File: config.mk
export PLATFORM = sky130hd
export DESIGN_NAME = swap_sequencer
export DESIGN_NICKNAME = d
export VERILOG_FILES = /design/src/rtl/swap_sequencer_pkg.sv /design/src/rtl/swap_sequencer_sat_counter.sv /design/src/rtl/swap_sequencer.sv
export SDC_FILE = /design/constraint.sdc
export NUM_CORES = 1
export LEC_CHECK = 0
export ABC_AREA = 0
export ABC_CLOCK_PERIOD_IN_PS = 1550
export CORE_ASPECT_RATIO = 0.75
export CORE_MARGIN = 2
export CORE_UTILIZATION = 39
export CTS_BUF_LIST = sky130_fd_sc_hd__clkbuf_8
export DETAILED_ROUTE_END_ITERATION = 7
export HOLD_SLACK_MARGIN = 0.05
export PLACE_DENSITY = 0.76
export SKIP_CTS_REPAIR_TIMING = 1
export SYNTH_ARGS = -nofsm -noshare
export SYNTH_HDL_FRONTEND = slang
export SYNTH_SLANG_ARGS = --single-unit
File: constraint.sdc
create_clock -name clk -period 1.55 [get_ports clk]
set_input_delay 0.155 -clock clk [delete_from_list [all_inputs] [get_ports clk]]
set_output_delay 0.155 -clock clk [all_outputs]
set_load 0.005 [all_outputs]
File: src/rtl/swap_sequencer_pkg.sv
// Shared definitions for the ID-stage SWP micro-op sequencer: opcodes,
// execution command codes, swap-phase select encodings and FSM states.
package swap_sequencer_pkg;

  localparam logic [5:0] OPC_NOP = 6'b000000;
  localparam logic [5:0] OPC_ADD = 6'b000001;
  localparam logic [5:0] OPC_SWP = 6'b111111;

  typedef enum logic [3:0] {
    EXEC_NONE       = 4'b0000,
    EXEC_SWP_FIRST  = 4'b1100,
    EXEC_SWP_SECOND = 4'b1101
  } exec_cmd_t;

  typedef enum logic [1:0] {
    SEL_NONE   = 2'b00,
    SEL_FIRST  = 2'b01,
    SEL_SECOND = 2'b10
  } swp_sel_t;

  typedef enum logic {
    S_IDLE = 1'b0,
    S_SWP2 = 1'b1
  } state_t;

endpackage

File: src/rtl/swap_sequencer_sat_counter.sv
// Saturating up-counter; holds at all-ones instead of wrapping.
module sat_counter #(
  parameter int CNT_W = 16
) (
  input  logic             clk,
  input  logic             rst,
  input  logic             inc,
  output logic [CNT_W-1:0] count
);

  always_ff @(posedge clk or posedge rst) begin
    if (rst) begin
      count <= '0;
    end else if (inc && (count != '1)) begin
      count <= count + 1'b1;
    end
  end

endmodule

File: src/rtl/swap_sequencer.sv
// ID-stage sequencer: expands SWP into FIRST/SECOND micro-ops, freezes PC and
// IF/ID while a SWP is in flight, and passes all other opcodes straight through.
module swap_sequencer
  import swap_sequencer_pkg::*;
#(
  parameter int                  OPCODE_W   = 6,
  parameter logic [OPCODE_W-1:0] SWP_OPCODE = OPC_SWP,
  parameter int                  CNT_W      = 16
) (
  input  logic                clk,
  input  logic                rst,
  input  logic                instr_valid,
  input  logic [OPCODE_W-1:0] opcode,
  input  logic                hazard_stall,
  input  logic                flush,
  output logic [OPCODE_W-1:0] uop_opcode,
  output logic                uop_valid,
  output logic [1:0]          swp_sel,
  output logic [3:0]          swp_exec_cmd,
  output logic                freeze,
  output logic                swp_busy,
  output logic [CNT_W-1:0]    swp_retired
);

  state_t state, state_next;
  logic   retire;

  always_ff @(posedge clk or posedge rst) begin
    if (rst) begin
      state <= S_IDLE;
    end else begin
      state <= state_next;
    end
  end

  always_comb begin
    state_next = state;
    case (state)
      S_IDLE: begin
        if (!flush && !hazard_stall && instr_valid && (opcode == SWP_OPCODE)) begin
          state_next = S_SWP2;
        end
      end
      S_SWP2: begin
        // A stall keeps the phase; flush or a completed SECOND both return to idle.
        if (flush || !hazard_stall) begin
          state_next = S_IDLE;
        end
      end
      default: state_next = S_IDLE;
    endcase
  end

  assign retire = (state == S_SWP2) && !flush && !hazard_stall;

  always_comb begin
    uop_opcode   = '0;
    uop_valid    = 1'b0;
    swp_sel      = SEL_NONE;
    swp_exec_cmd = EXEC_NONE;
    freeze       = 1'b0;
    swp_busy     = 1'b0;
    // Outputs are forced to the NOP bubble for as long as reset is held.
    if (!rst) begin
      swp_busy = (state == S_SWP2);
      if (!flush) begin
        if (hazard_stall) begin
          freeze = 1'b1;
        end else begin
          case (state)
            S_IDLE: begin
              if (instr_valid) begin
                uop_opcode = opcode;
                uop_valid  = 1'b1;
                if (opcode == SWP_OPCODE) begin
                  swp_sel      = SEL_FIRST;
                  swp_exec_cmd = EXEC_SWP_FIRST;
                  freeze       = 1'b1;
                end
              end
            end
            S_SWP2: begin
              uop_opcode   = SWP_OPCODE;
              uop_valid    = 1'b1;
              swp_sel      = SEL_SECOND;
              swp_exec_cmd = EXEC_SWP_SECOND;
            end
            default: ;
          endcase
        end
      end
    end
  end

  sat_counter #(
    .CNT_W(CNT_W)
  ) u_retired (
    .clk  (clk),
    .rst  (rst),
    .inc  (retire),
    .count(swp_retired)
  );

endmodule

# Word-level counts from Yosys, hierarchy flattened
# Cells that the tools add are included.
# word_totals
ff_bits,17
in_bits,11
out_inout_bits,31
wordCells,47
# op_classes
addsub,1
eq_ne,2
muxes,32
n_bitwise,1
reduce_logical,9
# op_table
cell,n
$mux W6,4
$mux W4,5
$add A16 B1 Y16 const B,1
$ne A16 B16 Y1 const B,1
$mux W1,15
$pmux W6 S2,1
$pmux W4 S2,1
$eq A6 B6 Y1 const B,1
$logic_and A1 B1 Y1,6
$mux W2,3
$pmux W1 S2,2
$pmux W2 S2,1
$logic_not A1 Y1,2
$logic_or A1 B1 Y1,1
$not A1 Y1,1

# Longest topological paths before layout
# depth
word_depth,7
mapped_depth,5
depth_no_buf,5

# Cells and area by module
# A second synthesis with hierarchy kept.
# unflattened
cells_unflattened,101
hier_area_um2,1021.0
# modules_own_cells
module,instances,cells_per_inst,area_each_um2
sat_counter,1,71,805.8
swap_sequencer,1,30,215.2

# Worst setup path after synthesis
# OpenSTA, ideal clock, no wires.
# synth_path
kind,register to register
from,register u_retired.count[0]
to,register u_retired.count[1]
arrival_ns,1.533
t_required_ns,1.425
setup_slack_ns,-0.108
path_stages_with_launch,6
path_buffers,0
synth_period_minus_slack_ns,1.658
cell_sequence,dfrtp_1 > ha_1 > and3_1 > nor4b_4 > nor2_2 > mux2_4
# synth_between
elab_chain_cells,2
elab_cells_between_ends,3
classes_between,1 x add/sub; 1 x eq/ne; 1 x reduce/logical
# synth_lines
element,line,rtl
"start, declared",swap_sequencer_sat_counter.sv:8,output logic [CNT_W-1:0] count
"start signal, assigned",swap_sequencer_sat_counter.sv:15,count <= count + 1'b1;
branches (longest 2 deep; another with $add A16 B1 Y16),n/a,
# Several ways; the timed one is not identified.
# A chain may end at the register's enable or synchronous reset.

# Final worst setup path
# layout_path
from,input opcode[4]
to,output swp_sel[0]
# layout_between
elab_chain_cells,7
# layout_lines
element,line,rtl
"start, declared",swap_sequencer.sv:13,"input logic [OPCODE_W-1:0] opcode,"
$eq A6 B6 Y1,swap_sequencer.sv:75,if (opcode == SWP_OPCODE) begin
$mux W1,swap_sequencer.sv:75,
$mux W1,swap_sequencer.sv:72,if (instr_valid) begin
$pmux W2 S2,swap_sequencer.sv:70,case (state)
$mux W2,swap_sequencer.sv:67,if (hazard_stall) begin
$mux W2,swap_sequencer.sv:66,if (!flush) begin
$mux W2,swap_sequencer.sv:64,if (!rst) begin
"end, declared",swap_sequencer.sv:18,"output logic [1:0] swp_sel,"
# Every way passes these cells.

==> impl_metrics.env <==
export IMPL_crit_family="buffers and inverters"
export IMPL_worst_path_most_repeated_cell="clkdlybuf4s50_1"
export IMPL_total_power_uw=861
export IMPL_hold_slack_ns=0.101
export IMPL_finalCritPeriodShare_pct=121
export IMPL_grt_pass1_vias=948
export IMPL_cts_clk_slew_worst_paths_ns=0.07
export IMPL_grt_max_degree=18
export IMPL_violations="setup timing"
export IMPL_dieWidth_um=62.9
export IMPL_antenna_found_initial=0
export IMPL_rr_worst_depth=6
export IMPL_cp_arrival_ns=1.72
export IMPL_r2r_start="u_retired.count[1]$_DFFE_PP0P_"
export IMPL_ys_seq_area_share_pct=42.0
export IMPL_yosysWarnings=0
export IMPL_start_kind="primary input"
export IMPL_hold_class="in -> async"
export IMPL_drv_slew=0
export IMPL_crit_buf_inv=2
export IMPL_critPathKind="in -> out"
export IMPL_dieArea_sq_um=3030
export IMPL_clock_latency_ns=0.25
export IMPL_fp_dieH_um=48.1
export IMPL_grt_usage_pct=19.4
export IMPL_first_iter_violations=40
export IMPL_grt_first_pass_wirelength_mm=4.43
export IMPL_cts_root_buf="clkbuf_8"
export IMPL_rsz0062_at_grt="true"
export IMPL_htree_levels=1
export IMPL_crit_slowest_cell="clkdlybuf4s50_1"
export IMPL_fmax_ghz=0.534
export IMPL_core_area_sq_um=2380
export IMPL_setup_viol=14
export IMPL_antenna_cells=0
export IMPL_routed_wl_mm=3.50
export IMPL_place_gp_congestion=0.908
export IMPL_cpPeakStageDelay_ns=0.51
export IMPL_power_density_nw_per_um2=447
export IMPL_synth_cells=100
export IMPL_yosys_register_bits=17
export IMPL_place_ws_ns=-0.414
export IMPL_post_route_cell_area_sq_um=1930
export IMPL_syn_cell_area_sq_um=1010
export IMPL_antenna_left=0
export IMPL_r2r_slack_ns=-0.14
export IMPL_cts_tree="built"
export IMPL_synthDistinctLibCells=31
export IMPL_leakage_uw=0.00112
export IMPL_via_per_inst=5.07
export IMPL_timing_final_ws_setup_ns=-0.323
export IMPL_clock_skew_ns=0.00472
export IMPL_grt_overflow=0
export IMPL_setup_tns_ns=-1.45
export IMPL_fillers=138
export IMPL_status="finished, violations left"
export IMPL_drc=0
export IMPL_place_area_sq_um=1670
export IMPL_min_period_ns=1.87
export IMPL_io_pins=42
export IMPL_synth_nets=112
export IMPL_end_kind="output pin"
export IMPL_initial_core_util_pct=42.5
export IMPL_final_hold_violation_count=0
export IMPL_dp_hpwl_mm=2.28
export IMPL_maxCapViolCount=0
export IMPL_row_count=15
export IMPL_nets=193
export IMPL_postSynthAreaPerCell_sq_um=10.1
export IMPL_drive_gt1_share_pct=35.6
export IMPL_cts_made_buffers=3
export IMPL_r2r_end="u_retired.count[1]$_DFFE_PP0P_"
export IMPL_crit_chain="clkdlybuf4s50_1, nand4_1, nor3_2, and2_1, clkdlybuf4s50_1"
export IMPL_cts_sinks=17
export IMPL_cts_max_path_buffers=2
export IMPL_crit_path_max_fanout=3
export IMPL_wl_per_cell_um=16.4
export IMPL_first_pass_iters=4
export IMPL_irDropWorstVdd_uv=342
export IMPL_areaGrowthSynthToFinish_pct=90.0
export IMPL_numPortBuffers=40
export IMPL_crit_required_ns=1.39
export IMPL_routed_via_count=1085
stage by stage:
stage | std cells | util [%]
floorplan | 100 | -
global placement | 202 | 70.1
detailed placement | 202 | 70.1
CTS | 206 | 72.0
global route | 214 | 80.8
finish | 214 | 80.8
cell type report:
type                    count  area [sq um]  share of cell area (%)
clock buffers               3          41.3                    2.14
clock inverters             1          3.75                   0.195
inverters                   1          3.75                   0.195
multi-input cells          78           653                    33.9
flip-flops and latches     17           425                    22.1
well taps                  34          42.5                    2.21
repair buffers             80           756                    39.2
cell families (layout without fill, tap and decap cells):
family / after synthesis / in the layout / share of synthesized area (%)
AND/OR/NAND/NOR: 50 / 50 / 31.5
flip-flops: 17 / 17 / 42.0
buffers and inverters: 5 / 85 / 2.96
multiplexers: 2 / 2 / 2.47
other: 1 / 1 / 0.370
adder cells (fa/ha/maj): 1 / 1 / 1.23
XOR/XNOR: 15 / 15 / 13.0
AO/OA/AOI/OAI: 9 / 9 / 6.54
routing by layer:
metal	vias to the layer above	track usage [%]	wire, um
met1	529	24.5	1600
met3	2	6.70	159
met4	0	2.22	10
met2	36	34.3	1740
met5	-	0	0
li1	518	-	-
synthesized netlist by cell type (all sizes together):
cell	instances	area share, %
nor4	3	3.1
and3	1	0.62
a21oi	1	0.49
mux2i	1	0.99
nand4	6	5.8
buf	3	2.2
nor3	9	4.4
inv	1	0.37
o21a	7	5.2
mux2	1	1.5
clkbuf	1	0.37
and4	2	1.7
xnor2	1	0.86
nand2	8	3.0
xor2	14	12
nor2b	2	1.2
o2111ai	1	0.86
conb	1	0.37
and2	2	1.2
ha	1	1.2
dfrtp	17	42
nor2	9	3.6
or3	1	0.62
nor3b	2	1.5
nand3	3	1.5
nor4b	2	3.2
worst max path at each step:
stage / depth (start not counted) / slack (ns) / endpoint / start
after floorplan: 5 / -0.11 / u_retired.count[1]$_DFFE_PP0P_ / u_retired.count[0]$_DFFE_PP0P_
after global placement: 6 / -0.36 / freeze / opcode[0]
after detailed placement: 6 / -0.41 / freeze / opcode[0]
after CTS: 6 / -0.43 / freeze / opcode[0]
after global routing: 5 / -0.35 / swp_sel[0] / opcode[1]
final: 5 / -0.32 / swp_sel[0] / opcode[4]
report_power, final:
| group | total, uW | switching (uW) | leakage, uW | internal, uW |
|---|---|---|---|---|
| Combinational | 86.3 | 37.5 | 0.000860 | 48.7 |
| Clock | 329 | 153 | 0.0000269 | 176 |
| Sequential | 445 | 0.676 | 0.000238 | 445 |
| Total | 861 | 192 | 0.00112 | 669 |
tightest hold or removal path, cell delays in order:
cell            delay (ns)
dlymetal6s2s_1        0.14
buf_4                 0.15
inv_1                 0.05
buf_4                 0.24
state kept, by name, summed over array words and instances, names as in the netlist:
register         flops
state                1
u_retired.count     16
cells in the final DEF, fill, tap and decap left out, types with 2 or more instances in the layout:
master / synthesis / layout
and2_1: 2 / 2
and4_1: 2 / 2
buf_4: 3 / 34
buf_6: 0 / 6
clkbuf_8: 0 / 3
clkdlybuf4s50_1: 0 / 27
dfrtp_1: 17 / 17
dlymetal6s2s_1: 0 / 13
inv_1: 1 / 2
nand2_1: 8 / 7
nand3_1: 3 / 2
nand4_1: 4 / 4
nor2_1: 8 / 8
nor2b_1: 2 / 2
nor3_1: 9 / 4
nor3_2: 0 / 4
nor4_2: 2 / 2
o21a_1: 7 / 6
xor2_1: 14 / 14
(Power assumes the default switching activity.)
